### src/rtl/addsub_mul_sched.sv
`default_nettype none
// ============================================================================
// Module   : addsub_mul_sched
// Purpose  : Round-robin scheduler that shares one two-stage datapath
//            (8-bit add/sub register, then 8x8 unsigned multiply) between
//            NREQ requesters. Results are held in a credit-protected
//            first-word-fall-through FIFO. They are returned in issue order
//            and tagged with the ID of the requester that issued them.
// Ports    : clk, reset          - clock, synchronous active-high reset
//            req_valid/req_ready - per-requester handshake (one-hot ready)
//            req_a/req_b/req_c   - packed 8-bit operands, requester i at [8i+:8]
//            req_s               - per-requester op select (1 = a+b, 0 = a-b)
//            res_valid/res_ready - result handshake
//            res_data, res_id    - FIFO head: 16-bit product and requester ID
//            busy                - stage 1 occupied or FIFO non-empty
//            stat_issued/stall   - optional saturating counters
// Options  : define ADDSUB_MUL_SCHED_STATS_EN to add the stat_* ports/counters
// Revision : 1.0 - initial release
// ============================================================================
module addsub_mul_sched #(
  parameter int NREQ       = 2,
  parameter int ID_W       = 1,
  parameter int FIFO_DEPTH = 4
) (
  input  logic                clk,
  input  logic                reset,
  input  logic [NREQ-1:0]     req_valid,
  output logic [NREQ-1:0]     req_ready,
  input  logic [8*NREQ-1:0]   req_a,
  input  logic [8*NREQ-1:0]   req_b,
  input  logic [8*NREQ-1:0]   req_c,
  input  logic [NREQ-1:0]     req_s,
  output logic                res_valid,
  input  logic                res_ready,
  output logic [15:0]         res_data,
  output logic [ID_W-1:0]     res_id,
  output logic                busy
`ifdef ADDSUB_MUL_SCHED_STATS_EN
  ,
  output logic [15:0]         stat_issued,
  output logic [15:0]         stat_stall
`endif
);

  localparam int PTR_W = $clog2(FIFO_DEPTH);
  localparam int CNT_W = $clog2(FIFO_DEPTH + 1);

  // Round-robin pointer and stage-1 pipeline register
  logic [ID_W-1:0]  r_rr_ptr;
  logic             r_v1;
  logic [7:0]       r_s1_sum;
  logic [7:0]       r_s1_c;
  logic [ID_W-1:0]  r_s1_id;

  // Result FIFO
  logic [15:0]      r_mem_data [FIFO_DEPTH];
  logic [ID_W-1:0]  r_mem_id   [FIFO_DEPTH];
  logic [PTR_W-1:0] r_wr_ptr;
  logic [PTR_W-1:0] r_rd_ptr;
  logic [CNT_W-1:0] r_count;

  logic             w_found;
  logic [ID_W-1:0]  w_gnt;
  logic [CNT_W:0]   w_occ;
  logic             w_can_issue;
  logic             w_hs;
  logic [7:0]       w_a;
  logic [7:0]       w_b;
  logic [7:0]       w_c;
  logic [7:0]       w_sum;
  logic [15:0]      w_prod;
  logic             w_push;
  logic             w_pop;

  // --------------------------------------------------------------------------
  // Arbitration: scan from r_rr_ptr upward with wrap; the first valid wins.
  // --------------------------------------------------------------------------
  always_comb begin
    logic [ID_W:0] v_idx;
    w_found = 1'b0;
    w_gnt   = '0;
    for (int k = 0; k < NREQ; k++) begin
      v_idx = {1'b0, r_rr_ptr} + (ID_W+1)'(k);
      if (v_idx >= (ID_W+1)'(NREQ)) begin
        v_idx = v_idx - (ID_W+1)'(NREQ);
      end
      if (!w_found && req_valid[v_idx[ID_W-1:0]]) begin
        w_found = 1'b1;
        w_gnt   = v_idx[ID_W-1:0];
      end
    end
  end

  // Credits: everything issued and not yet popped (stage 1 plus FIFO) must
  // fit in the FIFO. A pop in the same cycle does not return a credit, so
  // the FIFO can never overflow.
  assign w_occ       = {1'b0, r_count} + {{CNT_W{1'b0}}, r_v1};
  assign w_can_issue = (w_occ < (CNT_W+1)'(FIFO_DEPTH));
  assign w_hs        = w_found & w_can_issue & ~reset;

  always_comb begin
    req_ready = '0;
    if (w_hs) begin
      req_ready[w_gnt] = 1'b1;
    end
  end

  // Operand mux for the granted requester
  assign w_a   = req_a[{w_gnt, 3'b000} +: 8];
  assign w_b   = req_b[{w_gnt, 3'b000} +: 8];
  assign w_c   = req_c[{w_gnt, 3'b000} +: 8];
  assign w_sum = req_s[w_gnt] ? (w_a + w_b) : (w_a - w_b);

  // --------------------------------------------------------------------------
  // Pointer and stage-1 register (issue edge)
  // --------------------------------------------------------------------------
  always_ff @(posedge clk) begin
    if (reset) begin
      r_rr_ptr <= '0;
      r_v1     <= 1'b0;
      r_s1_sum <= '0;
      r_s1_c   <= '0;
      r_s1_id  <= '0;
    end else begin
      r_v1 <= w_hs;
      if (w_hs) begin
        r_rr_ptr <= (w_gnt == ID_W'(NREQ-1)) ? '0 : (w_gnt + ID_W'(1));
        r_s1_sum <= w_sum;
        r_s1_c   <= w_c;
        r_s1_id  <= w_gnt;
      end
    end
  end

  // Stage 2: the full 16-bit product is written straight into the FIFO
  assign w_prod = {8'h00, r_s1_sum} * {8'h00, r_s1_c};
  assign w_push = r_v1;
  assign w_pop  = res_valid & res_ready;

  // FIFO storage carries no reset; the data path is gated by res_valid below
  always_ff @(posedge clk) begin
    if (w_push) begin
      r_mem_data[r_wr_ptr] <= w_prod;
      r_mem_id[r_wr_ptr]   <= r_s1_id;
    end
  end

  // Power-of-two depth: pointers wrap naturally
  always_ff @(posedge clk) begin
    if (reset) begin
      r_wr_ptr <= '0;
      r_rd_ptr <= '0;
      r_count  <= '0;
    end else begin
      if (w_push) begin
        r_wr_ptr <= r_wr_ptr + PTR_W'(1);
      end
      if (w_pop) begin
        r_rd_ptr <= r_rd_ptr + PTR_W'(1);
      end
      case ({w_push, w_pop})
        2'b10:   r_count <= r_count + CNT_W'(1);
        2'b01:   r_count <= r_count - CNT_W'(1);
        default: r_count <= r_count;
      endcase
    end
  end

  assign res_valid = (r_count != '0);
  assign res_data  = res_valid ? r_mem_data[r_rd_ptr] : 16'h0000;
  assign res_id    = res_valid ? r_mem_id[r_rd_ptr]   : '0;
  assign busy      = r_v1 | res_valid;

`ifdef ADDSUB_MUL_SCHED_STATS_EN
  logic [15:0] r_stat_issued;
  logic [15:0] r_stat_stall;

  always_ff @(posedge clk) begin
    if (reset) begin
      r_stat_issued <= '0;
      r_stat_stall  <= '0;
    end else begin
      if (w_hs && (r_stat_issued != 16'hFFFF)) begin
        r_stat_issued <= r_stat_issued + 16'd1;
      end
      if ((|req_valid) && !w_hs && (r_stat_stall != 16'hFFFF)) begin
        r_stat_stall <= r_stat_stall + 16'd1;
      end
    end
  end

  assign stat_issued = r_stat_issued;
  assign stat_stall  = r_stat_stall;
`endif

endmodule
`default_nettype wire

### config.mk
export PLATFORM = sky130hd
export DESIGN_NAME = addsub_mul_sched
export DESIGN_NICKNAME = d
export VERILOG_FILES = /design/src/rtl/addsub_mul_sched.sv
export SDC_FILE = /design/constraint.sdc
export NUM_CORES = 1
export LEC_CHECK = 0
export CORE_UTILIZATION = 55
export DETAILED_ROUTE_END_ITERATION = 8
export GPL_TIMING_DRIVEN = 0
export PLACE_DENSITY = 0.78
export SLEW_MARGIN = 20
export SYNTH_ARGS = -nofsm -noshare
export SYNTH_HDL_FRONTEND = slang
export SYNTH_SLANG_ARGS = --single-unit
### constraint.sdc
create_clock -name clk -period 5.1 [get_ports clk]
set_input_delay 1.02 -clock clk [delete_from_list [all_inputs] [get_ports clk]]
set_output_delay 1.02 -clock clk [all_outputs]
set_load 0.1 [all_outputs]
# After elaboration in Yosys (flattened, before gate mapping)
# Memories as Yosys holds them, arrays and structs flattened. A register that Yosys moved wholly into a read port is not among the register bits.
# Cells that the tools add are included.
dict set report totals {
  wordCells 70
  register_bits 26
  inputBits 55
  ram_bits 68
  output_inout_bits 21
  memories 2
}
dict set report classes {
  multipliers 1
  n_lt_le_gt_ge 7
  shifts 3
  add_sub_neg 11
  eq_ne 2
  bitwise 5
  n_reduce_logical 5
  n_mux 26
}
# memory words width read_ports rd_ports_with_merged_regs write_ports line
set mem_list {}
lappend mem_list {r_mem_data 4 16 1 1 1 56} ;# logic [15:0] r_mem_data [FIFO_DEPTH];
lappend mem_list {r_mem_id 4 1 1 1 1 57} ;# logic [ID_W-1:0] r_mem_id [FIFO_DEPTH];
# operator n
set op_table {}
lappend op_table {{$shiftx A16 B5 Y8} 3}
lappend op_table {{$mux W1} 17}
lappend op_table {{$mul A8 B8 Y16} 1}
lappend op_table {{$mux W16} 1}
lappend op_table {{$mux W2} 5}
lappend op_table {{$add A8 B8 Y8} 1}
lappend op_table {{$mux W8} 1}
lappend op_table {{$sub A8 B8 Y8} 1}
lappend op_table {{$lt A1 B2 Y1 const B} 3}
lappend op_table {{$pmux W3 S2} 1}
lappend op_table {{$add A2 B1 Y2 const B} 2}
lappend op_table {{$add A3 B1 Y4} 1}
lappend op_table {{$lt A4 B3 Y1 const B} 1}
lappend op_table {{$add A3 B1 Y3 const B} 1}
lappend op_table {{$and A1 B1 Y1} 3}
lappend op_table {{$reduce_bool A3 Y1} 1}
lappend op_table {{$sub A3 B1 Y3 const B} 1}
lappend op_table {{$add A1 B1 Y2 const B} 1}
lappend op_table {{$eq A2 B1 Y1 const B} 1}
lappend op_table {{$eq A2 B2 Y1 const B} 1}
lappend op_table {{$ge A1 B2 Y1 const B} 1}
lappend op_table {{$ge A2 B2 Y1 const B} 1}
lappend op_table {{$logic_and A1 B1 Y1} 2}
lappend op_table {{$reduce_bool A2 Y1} 1}
lappend op_table {{7 further kinds} 8}

# Logic depth before layout (Yosys ltp)
dict set report depth {
  ltp_word 13
  ltp_mapped 16
  mapped_depth_nobuf 16
}

# Worst setup path before layout
# OpenSTA, ideal clock, no wires.
dict set report synth_timing {
  kind {reg2reg}
  startpoint {register r_s1_sum[2]}
  endpoint {memory r_mem_data[0][14], data pin}
  path_buffers 0
  t_arrival_ps 3871
  synth_period_minus_slack_ps 4148
  path_stages_with_launch 14
  path_slack_ps 952
  setup_time_ps 277
  required_ps 4823
  path_cell_list {dfxtp_1 -> and2_1 -> fa_1 -> fa_1 -> fa_1 -> inv_1 -> fa_1 -> inv_1 -> ha_1 -> a2111o_1 -> o21ai_1 -> o211ai_1 -> o311ai_1 -> xnor2_1}
}
dict set report synth_via {
  elab_chain_cells 1
}
# element line
set synth_rtl {}
lappend synth_rtl {{start: declaration} 51} ;# logic [7:0] r_s1_sum;
lappend synth_rtl {{start signal: assignment} 128} ;# r_s1_sum <= w_sum;
lappend synth_rtl {{$mul A8 B8 Y16} 136} ;# assign w_prod = {8'h00, r_s1_sum} * {8'h00, r_s1_c};
lappend synth_rtl {{named net w_prod[14]} 71} ;# logic [15:0] w_prod;
lappend synth_rtl {{end: declaration} 56}
# The timed path passes the listed nets, and every way through them passes these cells.

# Final worst setup path
dict set report layout_timing {
  startpoint {register r_s1_sum[3]}
  endpoint {memory r_mem_data[3][15], data pin}
}
# The elaborated chain is that of the path after synthesis.

==> metrics.txt <==
Worst slew margin=35.0%; Setup TNS=0 ns; H-tree Lvls=3; Synth Area in Simple Gates=around 15%; period utilization=around 92%; Clock Path Buffers=2; fin util=about two thirds; Critical Path Most Common Cell=fa_1; NetSw=about 1600 µW; slowest library cell on the worst path=fa_1; CP Cell Sequence=and2_1 > fa_1 > fa_1 > fa_1 > inv_1 > fa_1 > inv_1 > ha_1 > a2111oi_0 > a21oi_1 > nand3_1 > a31oi_1 > xnor2_1; WS Path Type=reg -> reg; # DRC=8; hold depth=2; I/O pin cnt=76; cts hold-fix bufs=0; failing checks=design-rule violations; DIE AREA=12400 µm²; Cells after Synth=around 570; # setup viols final=0; Worst path max stage delay=~0.56 ns; root buffer cell=clkbuf_16; Synth warnings=0; initial core utilization=about 57%; RSZ-0062 raised after global routing=false; global route overflow=0; Post-synth EDFFs=68; Seq cells post-synth=between 90 and 100; post-synth top area share=a little under a third; Seq/Total Area, Yosys=39.4%; Required @ worst endpoint=about 5.2 ns; fin nets=roughly 800; PwrDens=approximately 450 nW/µm²; HPWL after DPL=9970 µm; vias per cell=around 5.6; worst skew pair latency=between 0.3 and 0.4 ns; Clk pwr share=18.1%; Resize count post-CTS=0; CTS tree=built; Avg WL per Cell=16.2 µm; Via Count=approximately 4500; cell taking the most area after synthesis=edfxtp_1; # fillers=about 850; Detailed Routing Iterations Pass 1=7; adder-cell area share of the yosys netlist=approximately a fifth; clock tree skew after final layout=0.0109 ns; mux contribution to synthesized area=8.51%; worst min-delay path category=reg -> reg; most frequent cells in the layout=and2_1 (74), clkdlybuf4s50_1 (74), edfxtp_1 (68), inv_1 (56), ha_1 (49); post-synthesis xor/xnor area fraction=roughly 4.0%; Fin. Hold Viols=0; combinational share of power=51.0%; Compound-Gate Fraction of Synth Area=slightly below 8%; CP Data Arrival Time=4.80 ns; Lkg Pwr=between 0.003 and 0.004 µW; CP max FO=9; die height=roughly 110 µm; mean area per synthesized cell=11.5 µm²; pin count of the biggest net entering global routing=18; chip width=about 110 µm; unique cell type count in the Yosys netlist=between 50 and 60; first-pass GRT wire length=between 20000 and 25000 µm; CTS buffer count=9; Max Clk Rate=212 MHz; Final GP Congestion=0.885; row cnt=39; Internal Pwr Total=about 1900 µW; Global Route Usage Sum=between 20% and 30%; Worst Reg-to-Reg Cells=13; number of diodes=0; layout cell share with drive strength beyond 1=7.68%; top area cells in the synthesized netlist=edfxtp_1 (31%), fa_1 (12%), ha_1 (9.3%), dfxtp_1 (8.5%), and2_1 (7.0%); Sinks on Clock Net=between 90 and 100; clk slew on worst S/H paths=roughly 0.070 ns; post-CTS setup buffer count=0; Setup crit end kind=register; Pins Over Slew Limit=0; startpoint type of the worst setup path=register; syn_nets=a little over 700; input/output buffers=74; First DRT Iteration DRCs=slightly above 200; sequential share of power=30.9%; WL final=13100 µm; FFs w/ async S/R, synth=0%; MaxCap Viol Count=0; switching fraction of total power=a little under half; area grow syn2layout=18.1%; mapped cell area=approximately 6600 µm²; core area=between 10000 and 15000 µm²; peak supply drop=0.208 mV; largest family of logic cells by synthesized area=adder cells; Worst Tran Pin Value=around 0.97 ns; status=finished with violations; total power=roughly 3500 µW; vias in the first global route=around 4900; antenna-violating nets left=0; min Tclk post-route=4.72 ns; Synth Flop Type=edfxtp_1; initial antenna violation count=0
path summary, 6_finish.rpt:
path                            end  slack, ns   startpoint
hold reg to reg          r_count[2]       0.51   r_count[2]
setup reg to reg  r_mem_data[3][15]       0.38  r_s1_sum[3]
hold / removal           r_count[2]       0.51   r_count[2]
setup / recovery  r_mem_data[3][15]       0.38  r_s1_sum[3]
registers in the layout, summed over array words and instances (netlist names), named ones only:
| register | flops |
|---|---|
| r_count | 3 |
| r_s1_id | 1 |
| r_wr_ptr | 2 |
| r_rr_ptr | 1 |
| r_rd_ptr | 2 |
| r_mem_id | 4 |
| r_mem_data | 64 |
| r_s1_c | 8 |
| r_v1 | 1 |
| r_s1_sum | 8 |
kinds of logic after synthesis:
group / Yosys count
compound gates: 71
xor+xnor: 30
fa+ha+maj: 87
mux: 34
buf+inv: 76
flops: 96
simple gates: 180
synth_stat cells (2+ instances only):
| library cell | count |
|---|---|
| and2_1 | 74 |
| edfxtp_1 | 68 |
| inv_1 | 56 |
| ha_1 | 49 |
| fa_1 | 38 |
| nand2_1 | 36 |
| nor2_1 | 34 |
| dfxtp_1 | 28 |
| xnor2_1 | 20 |
| a21oi_1 | 17 |
| mux4_2 | 17 |
| nand3_1 | 11 |
| o21ai_0 | 11 |
| clkbuf_1 | 10 |
| mux2i_1 | 10 |
| xor2_1 | 10 |
| a311oi_1 | 8 |
| a211oi_1 | 6 |
| mux2_1 | 6 |
| or3_1 | 5 |
| buf_6 | 4 |
| nor2b_1 | 4 |
| o211ai_1 | 4 |
| a21o_1 | 3 |
| buf_2 | 3 |
| nor3_1 | 3 |
| o21ai_1 | 3 |
| o31ai_1 | 3 |
| a31oi_1 | 2 |
| nand2b_1 | 2 |
| nor4_1 | 2 |
| nor4b_1 | 2 |
| o21a_1 | 2 |
| o21bai_1 | 2 |
worst max-delay path: cells and delay by family, from the launching register on:
| kind | cells | cell delay [ns] |
|---|---|---|
| xor+xnor | 1 | 0.42 |
| simple gates | 2 | 0.37 |
| fa+ha+maj | 5 | 2.31 |
| flops | 1 | 0.53 |
| buf+inv | 2 | 0.10 |
| compound gates | 3 | 0.73 |
power by group through the flow:
stage	clock (µW)	combinational [µW]	sequential [µW]
after global routing	657	1900	1090
final	630	1770	1070
after global placement	0	1730	1080
after detailed placement	0	1770	1090
after CTS	634	1780	1070
after floorplan	0	1390	1050
final cells by class:
cell class	instances	area [µm²]	area share, %
Clock buffer	11	233	2.99
Tap cell	143	179	2.30
Sequential cell	96	2600	33.4
Inverter	57	214	2.74
Buffer	19	119	1.52
Clock inverter	5	40.0	0.514
Timing Repair Buffer	74	741	9.50
Multi-Input combinational cell	402	3670	47.0
layer usage:
layer | global-route usage [%] | part of all wire, %
met2 | 40.6 | 51
met3 | 2.72 | 3.6
met4 | 10.6 | 1.9
met1 | 27.3 | 43
met5 | 0 | 0
per-stage QoR:
| step | instance area [µm²] | worst slack [ns] | hold slack (ns) | instances |
|---|---|---|---|---|
| floorplan | 6600 | 0.952 | 0.460 | 574 |
| global placement | 7520 | 0.426 | 0.486 | 791 |
| detailed placement | 7520 | 0.399 | 0.496 | 791 |
| CTS | 7790 | 0.392 | 0.505 | 807 |
| global route | 7790 | 0.143 | 0.555 | 807 |
| finish | 7790 | 0.384 | 0.506 | 807 |
Power figures use the tool's default switching activity.
